File: src/rtl/diaosi_types_pkg.sv
// Shared enums for the memory arbiter: RAM handshake states and arbiter FSM.
// Imported by the arbiter RTL and its bench.
package diaosi_types_pkg;

    typedef enum logic [1:0] {
        FREE   = 2'd0,
        BUSY   = 2'd1,
        ACCESS = 2'd2,
        ERROR  = 2'd3
    } ramstate_t;

    typedef enum logic [1:0] {
        ARB   = 2'd0,
        DSERV = 2'd1,
        ISERV = 2'd2
    } arb_state_t;

endpackage

File: src/rtl/mem_arbiter_if.sv
// Cache-side and RAM-side signal bundle for the memory arbiter.
// slave is the arbiter's view; master is the caches-plus-RAM view.
interface mem_arbiter_if;

    logic        iREN;
    logic [31:0] iaddr;
    logic        iwait;
    logic [31:0] iload;
    logic        dREN;
    logic        dWEN;
    logic [31:0] daddr;
    logic [31:0] dstore;
    logic        dwait;
    logic [31:0] dload;
    logic        ramREN;
    logic        ramWEN;
    logic [31:0] ramaddr;
    logic [31:0] ramstore;
    logic [31:0] ramload;
    logic [1:0]  ramstate;
    logic        err;

    modport slave (
        input  iREN, iaddr, dREN, dWEN, daddr, dstore,
        input  ramload, ramstate,
        output iwait, iload, dwait, dload,
        output ramREN, ramWEN, ramaddr, ramstore, err
    );

    modport master (
        output iREN, iaddr, dREN, dWEN, daddr, dstore,
        output ramload, ramstate,
        input  iwait, iload, dwait, dload,
        input  ramREN, ramWEN, ramaddr, ramstore, err
    );

endinterface

File: src/rtl/mem_arbiter.sv
// Arbitrates dcache and icache traffic onto a single-ported RAM.
// Data wins, a streak counter forces instruction progress, a timer drops stuck accesses.
module mem_arbiter
    import diaosi_types_pkg::*;
#(
    parameter int STARVE_MAX = 4,
    parameter int TIMEOUT    = 64
) (
    input  logic          CLK,
    input  logic          RST,
    mem_arbiter_if.slave  bus
);

    localparam int SW = $clog2(STARVE_MAX + 1);
    localparam int TW = $clog2(TIMEOUT);
    localparam logic [SW-1:0] STREAK_TOP = SW'(STARVE_MAX);
    localparam logic [TW-1:0] TCNT_TOP   = TW'(TIMEOUT - 1);

    arb_state_t    state, next_state;
    logic [SW-1:0] dstreak, next_dstreak;
    logic [TW-1:0] tcnt, next_tcnt;
    logic          err_q, err_set;
    logic          dreq;
    ramstate_t     rs;

    assign dreq    = bus.dREN | bus.dWEN;
    assign rs      = ramstate_t'(bus.ramstate);
    assign bus.err = err_q;

    always_comb begin
        next_state   = state;
        next_dstreak = dstreak;
        next_tcnt    = '0;
        err_set      = 1'b0;
        bus.iwait    = 1'b1;
        bus.dwait    = 1'b1;
        bus.iload    = '0;
        bus.dload    = '0;
        bus.ramREN   = 1'b0;
        bus.ramWEN   = 1'b0;
        bus.ramaddr  = '0;
        bus.ramstore = '0;

        unique case (state)
            ARB: begin
                if (bus.iREN && (dstreak == STREAK_TOP || !dreq)) begin
                    next_state   = ISERV;
                    next_dstreak = '0;
                end else if (dreq) begin
                    next_state = DSERV;
                    if (!bus.iREN)
                        next_dstreak = '0;
                    else if (dstreak != STREAK_TOP)
                        next_dstreak = dstreak + SW'(1);
                end
            end
            DSERV: begin
                if (!dreq) begin
                    next_state = ARB;
                end else begin
                    bus.ramaddr = bus.daddr;
                    if (bus.dWEN) begin
                        bus.ramWEN   = 1'b1;
                        bus.ramstore = bus.dstore;
                        err_set      = bus.dREN;
                    end else begin
                        bus.ramREN = 1'b1;
                    end
                    if (rs == ACCESS) begin
                        bus.dwait  = 1'b0;
                        bus.dload  = bus.ramload;
                        next_state = ARB;
                    end else begin
                        if (rs == ERROR)
                            err_set = 1'b1;
                        if (tcnt == TCNT_TOP) begin
                            err_set    = 1'b1;
                            next_state = ARB;
                        end
                    end
                end
            end
            ISERV: begin
                if (!bus.iREN) begin
                    next_state = ARB;
                end else begin
                    bus.ramREN  = 1'b1;
                    bus.ramaddr = bus.iaddr;
                    if (rs == ACCESS) begin
                        bus.iwait  = 1'b0;
                        bus.iload  = bus.ramload;
                        next_state = ARB;
                    end else begin
                        if (rs == ERROR)
                            err_set = 1'b1;
                        if (tcnt == TCNT_TOP) begin
                            err_set    = 1'b1;
                            next_state = ARB;
                        end
                    end
                end
            end
            default: next_state = ARB;
        endcase

        // Count only SERV cycles that stay in SERV; saturate rather than wrap.
        if (next_state != ARB && state != ARB)
            next_tcnt = (tcnt == TCNT_TOP) ? tcnt : tcnt + TW'(1);
    end

    always_ff @(posedge CLK or posedge RST) begin
        if (RST) begin
            state   <= ARB;
            dstreak <= '0;
            tcnt    <= '0;
            err_q   <= 1'b0;
        end else begin
            state   <= next_state;
            dstreak <= next_dstreak;
            tcnt    <= next_tcnt;
            err_q   <= err_q | err_set;
        end
    end

endmodule

File: src/flat_wrapper.sv
// flat-port wrapper written by rule: the top's interface ports become plain ports
module mem_arbiter_flat import diaosi_types_pkg::*;
#(
    parameter int STARVE_MAX = 4,
    parameter int TIMEOUT    = 64
)
  (CLK, RST, bus_iREN, bus_iaddr, bus_dREN, bus_dWEN, bus_daddr, bus_dstore, bus_ramload, bus_ramstate, bus_iwait, bus_iload, bus_dwait, bus_dload, bus_ramREN, bus_ramWEN, bus_ramaddr, bus_ramstore, bus_err);
  mem_arbiter_if bus_i ();
  input  logic CLK;
  input  logic RST;
  input wire logic [$bits(bus_i.iREN)-1:0] bus_iREN;
  input wire logic [$bits(bus_i.iaddr)-1:0] bus_iaddr;
  input wire logic [$bits(bus_i.dREN)-1:0] bus_dREN;
  input wire logic [$bits(bus_i.dWEN)-1:0] bus_dWEN;
  input wire logic [$bits(bus_i.daddr)-1:0] bus_daddr;
  input wire logic [$bits(bus_i.dstore)-1:0] bus_dstore;
  input wire logic [$bits(bus_i.ramload)-1:0] bus_ramload;
  input wire logic [$bits(bus_i.ramstate)-1:0] bus_ramstate;
  output wire logic [$bits(bus_i.iwait)-1:0] bus_iwait;
  output wire logic [$bits(bus_i.iload)-1:0] bus_iload;
  output wire logic [$bits(bus_i.dwait)-1:0] bus_dwait;
  output wire logic [$bits(bus_i.dload)-1:0] bus_dload;
  output wire logic [$bits(bus_i.ramREN)-1:0] bus_ramREN;
  output wire logic [$bits(bus_i.ramWEN)-1:0] bus_ramWEN;
  output wire logic [$bits(bus_i.ramaddr)-1:0] bus_ramaddr;
  output wire logic [$bits(bus_i.ramstore)-1:0] bus_ramstore;
  output wire logic [$bits(bus_i.err)-1:0] bus_err;
  assign bus_i.iREN = bus_iREN;
  assign bus_i.iaddr = bus_iaddr;
  assign bus_i.dREN = bus_dREN;
  assign bus_i.dWEN = bus_dWEN;
  assign bus_i.daddr = bus_daddr;
  assign bus_i.dstore = bus_dstore;
  assign bus_i.ramload = bus_ramload;
  assign bus_i.ramstate = bus_ramstate;
  assign bus_iwait = bus_i.iwait;
  assign bus_iload = bus_i.iload;
  assign bus_dwait = bus_i.dwait;
  assign bus_dload = bus_i.dload;
  assign bus_ramREN = bus_i.ramREN;
  assign bus_ramWEN = bus_i.ramWEN;
  assign bus_ramaddr = bus_i.ramaddr;
  assign bus_ramstore = bus_i.ramstore;
  assign bus_err = bus_i.err;
  mem_arbiter #(.STARVE_MAX(STARVE_MAX), .TIMEOUT(TIMEOUT)) u_core (.CLK(CLK), .RST(RST), .bus(bus_i));
endmodule
File: config.mk
export PLATFORM = sky130hd
export DESIGN_NAME = mem_arbiter_flat
export DESIGN_NICKNAME = d
export VERILOG_FILES = /design/src/rtl/diaosi_types_pkg.sv /design/src/rtl/mem_arbiter_if.sv /design/src/rtl/mem_arbiter.sv /design/src/flat_wrapper.sv
export SDC_FILE = /design/constraint.sdc
export NUM_CORES = 1
export LEC_CHECK = 0
export ABC_AREA = 1
export CORE_MARGIN = 10
export CORE_UTILIZATION = 24
export CTS_CLUSTER_DIAMETER = 50
export DETAILED_ROUTE_END_ITERATION = 12
export GPL_ROUTABILITY_DRIVEN = 1
export PLACE_DENSITY_LB_ADDON = 0.05
export SYNTH_ARGS = -nofsm -noshare
export SYNTH_HDL_FRONTEND = slang
export SYNTH_SLANG_ARGS = --single-unit
File: constraint.sdc
create_clock -name CLK -period 1.93 [get_ports CLK]
set_clock_uncertainty 0.05 [all_clocks]
set_input_delay 0.193 -clock CLK [delete_from_list [all_inputs] [get_ports CLK]]
set_output_delay 0.193 -clock CLK [all_outputs]
set_load 0.05 [all_outputs]
== After elaboration in Yosys (flattened, before gate mapping) ==
Index checks and enable logic that the tools add are counted.

* Output and inout bits: 133
* Bits in registers: 12
* Logic and storage cells: 72
* Bits of input ports: 135

* Bitwise gates (word level): 2
* $add $sub $neg: 2
* Muxes and demuxes: 46
* Equal/unequal tests: 9
* Reductions and logical operators: 9

{| class="wikitable"
|+ Operators by type and width
! kind !! number
|-
| 2-to-1 mux 32 bit || 10
|-
| case mux 32 bit (2 select lines) || 1
|-
| 2-to-1 mux 1 bit || 20
|-
| 2-to-1 mux 2 bit || 6
|-
| 2-to-1 mux 3 bit || 4
|-
| 2-to-1 mux 6 bit || 2
|-
| adder 6 x 1 -> 6 bit, second input constant || 1
|-
| == test 2 bit, second input constant || 3
|-
| == test 6 bit, second input constant || 1
|-
| case mux 2 bit (3 select lines) || 1
|-
| nonzero test 2 bit || 3
|-
| case mux 1 bit (2 select lines) || 2
|-
| adder 3 x 1 -> 3 bit, second input constant || 1
|-
| == test 3 bit, second input constant || 1
|-
| != test 3 x 1 -> 1 bit, second input constant || 1
|-
| != test 3 bit, second input constant || 1
|-
| AND reduction 3 bit || 1
|-
| == test 2 x 1 -> 1 bit, second input constant || 1
|-
| logical AND 1 bit || 2
|-
| logical NOT 2 bit || 1
|-
| != test 2 bit, second input constant || 1
|-
| bitwise OR 1 bit || 2
|-
| logical NOT 1 bit || 1
|-
| logical OR 1 bit || 1
|}

== Depth between registers and ports, before layout ==
* Depth in word-level cells: 9
* Gate-level depth with buffers: 12
* Mapped depth without buffers: 12

== Least setup slack after synthesis ==
Ideal clock, no wire load.

* Path type: register to output
* Start point: register u_core.state[1]
* End point: output port bus_dload[22]
* Buffers on the path: 1
* Data arrival time: 1.980 ns
* Required time: 1.687 ns
* Stages on the path, launching flop included: 8
* Slack: -0.293 ns
* Cell sequence: dfrtp_1 inv_1 ha_1 nand2_2 nand2_1 nand2_1 buf_2 nor2_1

* Longest elaborated chain between the ends: 2

{| class="wikitable"
|+ Ends and longest elaborated chain
! what !! line !! source
|-
| from (decl) || mem_arbiter.sv:19 || <nowiki>arb_state_t state, next_state;</nowiki>
|-
| from (signal assigned) || mem_arbiter.sv:118 || <nowiki>state <= next_state;</nowiki>
|-
| == test 2 x 1 -> 1 bit || mem_arbiter.sv:44 || <nowiki>unique case (state)</nowiki>
|-
| 2-to-1 mux 32 bit || mem_arbiter.sv:44 ||
|-
| to (decl) || flat_wrapper.sv:22 || <nowiki>output wire logic [$bits(bus_i.dload)-1:0] bus_dload;</nowiki>
|}

No other way between the ends.

== Worst setup path in the final report ==
* Start point: register u_core.state[1]
* End point: output port bus_ramaddr[15]

* Longest elaborated chain between the ends: 2
* Elaborated cells between the ends (all ways): 3
* Classes of those cells: 2 x eq/ne; 1 x mux

{| class="wikitable"
|+ Ends and longest elaborated chain
! what !! line !! source
|-
| == test 2 bit or == test 2 x 1 -> 1 bit (tied branches) || mem_arbiter.sv:44 ||
|-
| case mux 32 bit (2 select lines) * || mem_arbiter.sv:44 ||
|-
| to (decl) || flat_wrapper.sv:25 || <nowiki>output wire logic [$bits(bus_i.ramaddr)-1:0] bus_ramaddr;</nowiki>
|}

Mark *: on every way between the ends. The rest lies on a longest branch, timed or not.

==> run_summary.xml <==
<?xml version="1.0" encoding="UTF-8"?>
<metrics>
  <group name="status">
    <metric name="outcome" unit="">finished with violations</metric>
    <metric name="violated_checks" unit="">negative setup slack</metric>
  </group>
  <group name="die">
    <metric name="chipHeight" unit="um">108</metric>
    <metric name="initial_core_util" unit="">0.243</metric>
    <metric name="top_level_ports" unit="">268</metric>
    <metric name="die_width" unit="um">108</metric>
    <metric name="fp.dieArea" unit="mm^2">0.0117</metric>
    <metric name="coreArea" unit="mm^2">0.00765</metric>
    <metric name="num_rows" unit="">32</metric>
  </group>
  <group name="synthesis">
    <metric name="warnings_synthesis" unit="">0</metric>
    <metric name="postSynthCellCount" unit="">376</metric>
    <metric name="yosysTopAreaCell" unit="">nor2_1</metric>
    <metric name="synth.top_cells.by_area" unit="">nor2_1 (20%), nand2_1 (18%), inv_1 (17%)</metric>
    <metric name="number_of_synthesized_register_bits" unit="">12</metric>
    <metric name="postSynthNetCount" unit="">518</metric>
    <metric name="share_of_yosys_cell_area_claimed_by_the_top_area_cell_type" unit="">0.202</metric>
    <metric name="synth-seq-area-share" unit="">0.161</metric>
    <metric name="mappedNetlistArea" unit="mm^2">0.00186</metric>
    <metric name="synth.lib_cells_used.distinct" unit="">19</metric>
    <metric name="synth.avg_cell_area" unit="um^2">4.95</metric>
  </group>
  <group name="critical_path">
    <metric name="crit_arrival" unit="ns">1.90</metric>
    <metric name="critPathMaxFanout" unit="">8</metric>
    <metric name="worstRegToRegCells" unit="">13</metric>
    <metric name="crit_type" unit="">reg -&gt; out</metric>
    <metric name="cp.required" unit="ns">1.69</metric>
    <metric name="timing.critical_path.from_type" unit="">register</metric>
    <metric name="setup.worst_path.end_class" unit="">primary output</metric>
  </group>
  <group name="place">
    <metric name="dp.final_hpwl" unit="mm">13.1</metric>
    <metric name="placement.io_buffers" unit="">267</metric>
    <metric name="placed_cells" unit="">736</metric>
    <metric name="gp_congestion" unit="">0.914</metric>
  </group>
  <group name="global_routing">
    <metric name="grt_antenna_before_repair" unit="">1</metric>
    <metric name="grt_overflow_total" unit="">0</metric>
    <metric name="grt_util_all_layers" unit="">0.274</metric>
    <metric name="grt_first_pass_wirelength" unit="mm">24.2</metric>
    <metric name="first_global_vias" unit="">3734</metric>
    <metric name="largest_net_degree_at_the_start_of_global_routing" unit="">34</metric>
  </group>
  <group name="sta">
    <metric name="grt_setup_unrepaired" unit="">yes</metric>
    <metric name="max_freq" unit="MHz">466</metric>
    <metric name="final_min_period_over_clock_period" unit="">1.11</metric>
    <metric name="setup_viol_count_final" unit="">134</metric>
    <metric name="final_max_slew_viol_count" unit="">0</metric>
    <metric name="hold_fails_final_rpt" unit="">0</metric>
    <metric name="final_critical_path_setup_slack" unit="ns">-0.217</metric>
    <metric name="slew_headroom" unit="">0.465</metric>
    <metric name="final_critical_period" unit="ns">2.15</metric>
    <metric name="worst-slew-pin-transition" unit="ns">0.794</metric>
  </group>
  <group name="final_layout">
    <metric name="area_delta_synth_final" unit="%">299</metric>
    <metric name="final_common_cell" unit="">buf_12</metric>
    <metric name="fin_nets" unit="">804</metric>
    <metric name="layout_common_cells" unit="">buf_12 (137), clkdlybuf4s50_1 (135), inv_1 (82)</metric>
    <metric name="finish.utilization" unit="">0.970</metric>
    <metric name="share_of_cells_above_drive_strength_1" unit="">0.489</metric>
    <metric name="finalNonFillerCells" unit="">764</metric>
  </group>
  <group name="drt">
    <metric name="ant_nets" unit="">0</metric>
    <metric name="route.detailed.drc" unit="">0</metric>
    <metric name="dr_total_vias" unit="">4139</metric>
    <metric name="detail_route.first_pass.iterations" unit="">5</metric>
    <metric name="drt_initial_violations" unit="">312</metric>
    <metric name="wire_per_inst" unit="um">30.6</metric>
    <metric name="via_per_inst" unit="">5.42</metric>
    <metric name="routed_wirelength" unit="mm">23.4</metric>
  </group>
  <group name="cts">
    <metric name="tritoncts" unit="">built</metric>
    <metric name="clk_latency" unit="ns">0.24</metric>
    <metric name="clock_tree.buffer_depth" unit="">2</metric>
    <metric name="cts_sinks" unit="">12</metric>
    <metric name="cts-hold-fix-buffers" unit="">0</metric>
    <metric name="cts.clk_slew.worst_paths" unit="ns">0.05</metric>
    <metric name="ctsRootBufferMaster" unit="">clkbuf_8</metric>
    <metric name="htree_levels" unit="">1</metric>
    <metric name="cts_made_buffers" unit="">3</metric>
  </group>
  <group name="min_path">
    <metric name="min-delay-path-class" unit="">in -&gt; async</metric>
  </group>
  <group name="power">
    <metric name="power_density" unit="mW/mm^2">968</metric>
    <metric name="leakage" unit="uW">0.00312</metric>
    <metric name="irDropWorstVdd" unit="mV">1.02</metric>
    <metric name="fin_total_pwr" unit="uW">7180</metric>
  </group>
  <group name="flow_run">
    <metric name="maxCapViolCount" unit="">0</metric>
  </group>
</metrics>
-- cell usage after synthesis --
library cell / number
buf_1: 3
buf_2: 12
a21oi_1: 34
dfrtp_1: 12
nor2_1: 100
nand3_1: 7
inv_2: 3
nand2_4: 1
nor3b_1: 1
ha_1: 7
nand2_2: 2
xor2_1: 3
clkbuf_1: 3
nor2_2: 6
o21ai_0: 6
inv_1: 84
or2_1: 1
nand2_1: 89
xnor2_1: 2
-- layout make-up --
class | count | area (um^2)
Antenna cell | 1 | 2.50
Fill cell | 131 | 226
Inverter | 87 | 334
Sequential cell | 12 | 300
Timing Repair Buffer | 299 | 4520
Tap cell | 102 | 128
Multi-Input combinational cell | 259 | 2090
Clock buffer | 4 | 55.1
-- what timing repair did --
| action | in CTS | in global routing |
|---|---|---|
| endpoints found under the setup margin | 130 | 130 |
| cloned | 6 | 6 |
| hold endpoints to repair | 0 | 0 |
| pin swaps | 5 | 27 |
| resized for setup | 88 | 82 |
| setup buffers | 9 | 2 |
-- power by group --
| group | switching [uW] | internal (uW) | total [uW] |
|---|---|---|---|
| registers | 62.7 | 304 | 366 |
| clock network | 97.9 | 181 | 278 |
| logic | 3760 | 2780 | 6540 |
| total | 3920 | 3260 | 7180 |
-- worst paths after layout --
path	start	endpoint	slack (ns)
worst max-delay path	u_core.state[1]$_DFF_PP0_	bus_ramaddr[15]	-0.22
worst min-delay path	RST	u_core.state[1]$_DFF_PP0_	0.23
worst max register to register	u_core.state[1]$_DFF_PP0_	u_core.tcnt[3]$_DFFE_PP0P_	0
worst min register to register	u_core.tcnt[0]$_DFFE_PP0P_	u_core.tcnt[0]$_DFFE_PP0P_	0.43
max in group asynchronous	RST	u_core.dstreak[2]$_DFFE_PP0P_	1.28
min in group CLK	u_core.tcnt[0]$_DFFE_PP0P_	u_core.tcnt[0]$_DFFE_PP0P_	0.43
-- worst max-delay path, cell delays in order (launching register included) --
cell       delay, ns
dfrtp_1         0.42
inv_2           0.10
ha_4            0.17
nand2_4         0.07
nand2_4         0.12
buf_6           0.13
clkbuf_16       0.16
nand2_2         0.10
a21oi_4         0.21
buf_12          0.16
-- metal layers --
| layer | GRT usage | part of all wire |
|---|---|---|
| met5 | 0 | 0 |
| met4 | 0.120 | 0.079 |
| met3 | 0.0922 | 0.092 |
| met2 | 0.511 | 0.52 |
| met1 | 0.269 | 0.31 |
-- cells by family (layout without fill, tap and decap cells) --
| kind of cell | after synthesis | count (layout) | synth area share |
|---|---|---|---|
| AO/OA/AOI/OAI | 40 | 40 | 0.108 |
| AND/OR/NAND/NOR | 207 | 207 | 0.440 |
| buffers and inverters | 105 | 390 | 0.220 |
| flip-flops | 12 | 12 | 0.161 |
| other | 0 | 1 | 0 |
| XOR/XNOR | 5 | 5 | 0.0235 |
| adder cells (fa/ha/maj) | 7 | 7 | 0.0471 |
-- flip-flops by register name, summed over array words and instances (netlist names) --
register / cells
u_core.state: 2
u_core.dstreak: 3
u_core.bus.err: 1
u_core.tcnt: 6
-- through the flow --
step | hold slack, ns | setup TNS (ns) | worst slack [ns] | instance area, um^2
after floorplan | 0.00770 | -4.35 | -0.178 | 2110
after global placement | 0.402 | 0 | 0.0524 | 6260
after detailed placement | 0.412 | 0 | 0.0285 | 6260
after CTS | 0.209 | -0.896 | -0.0506 | 6890
after global routing | 0.272 | -15.94 | -0.240 | 7420
final | 0.234 | -11.74 | -0.217 | 7420
No activity file was read; power rests on OpenSTA's default activity.
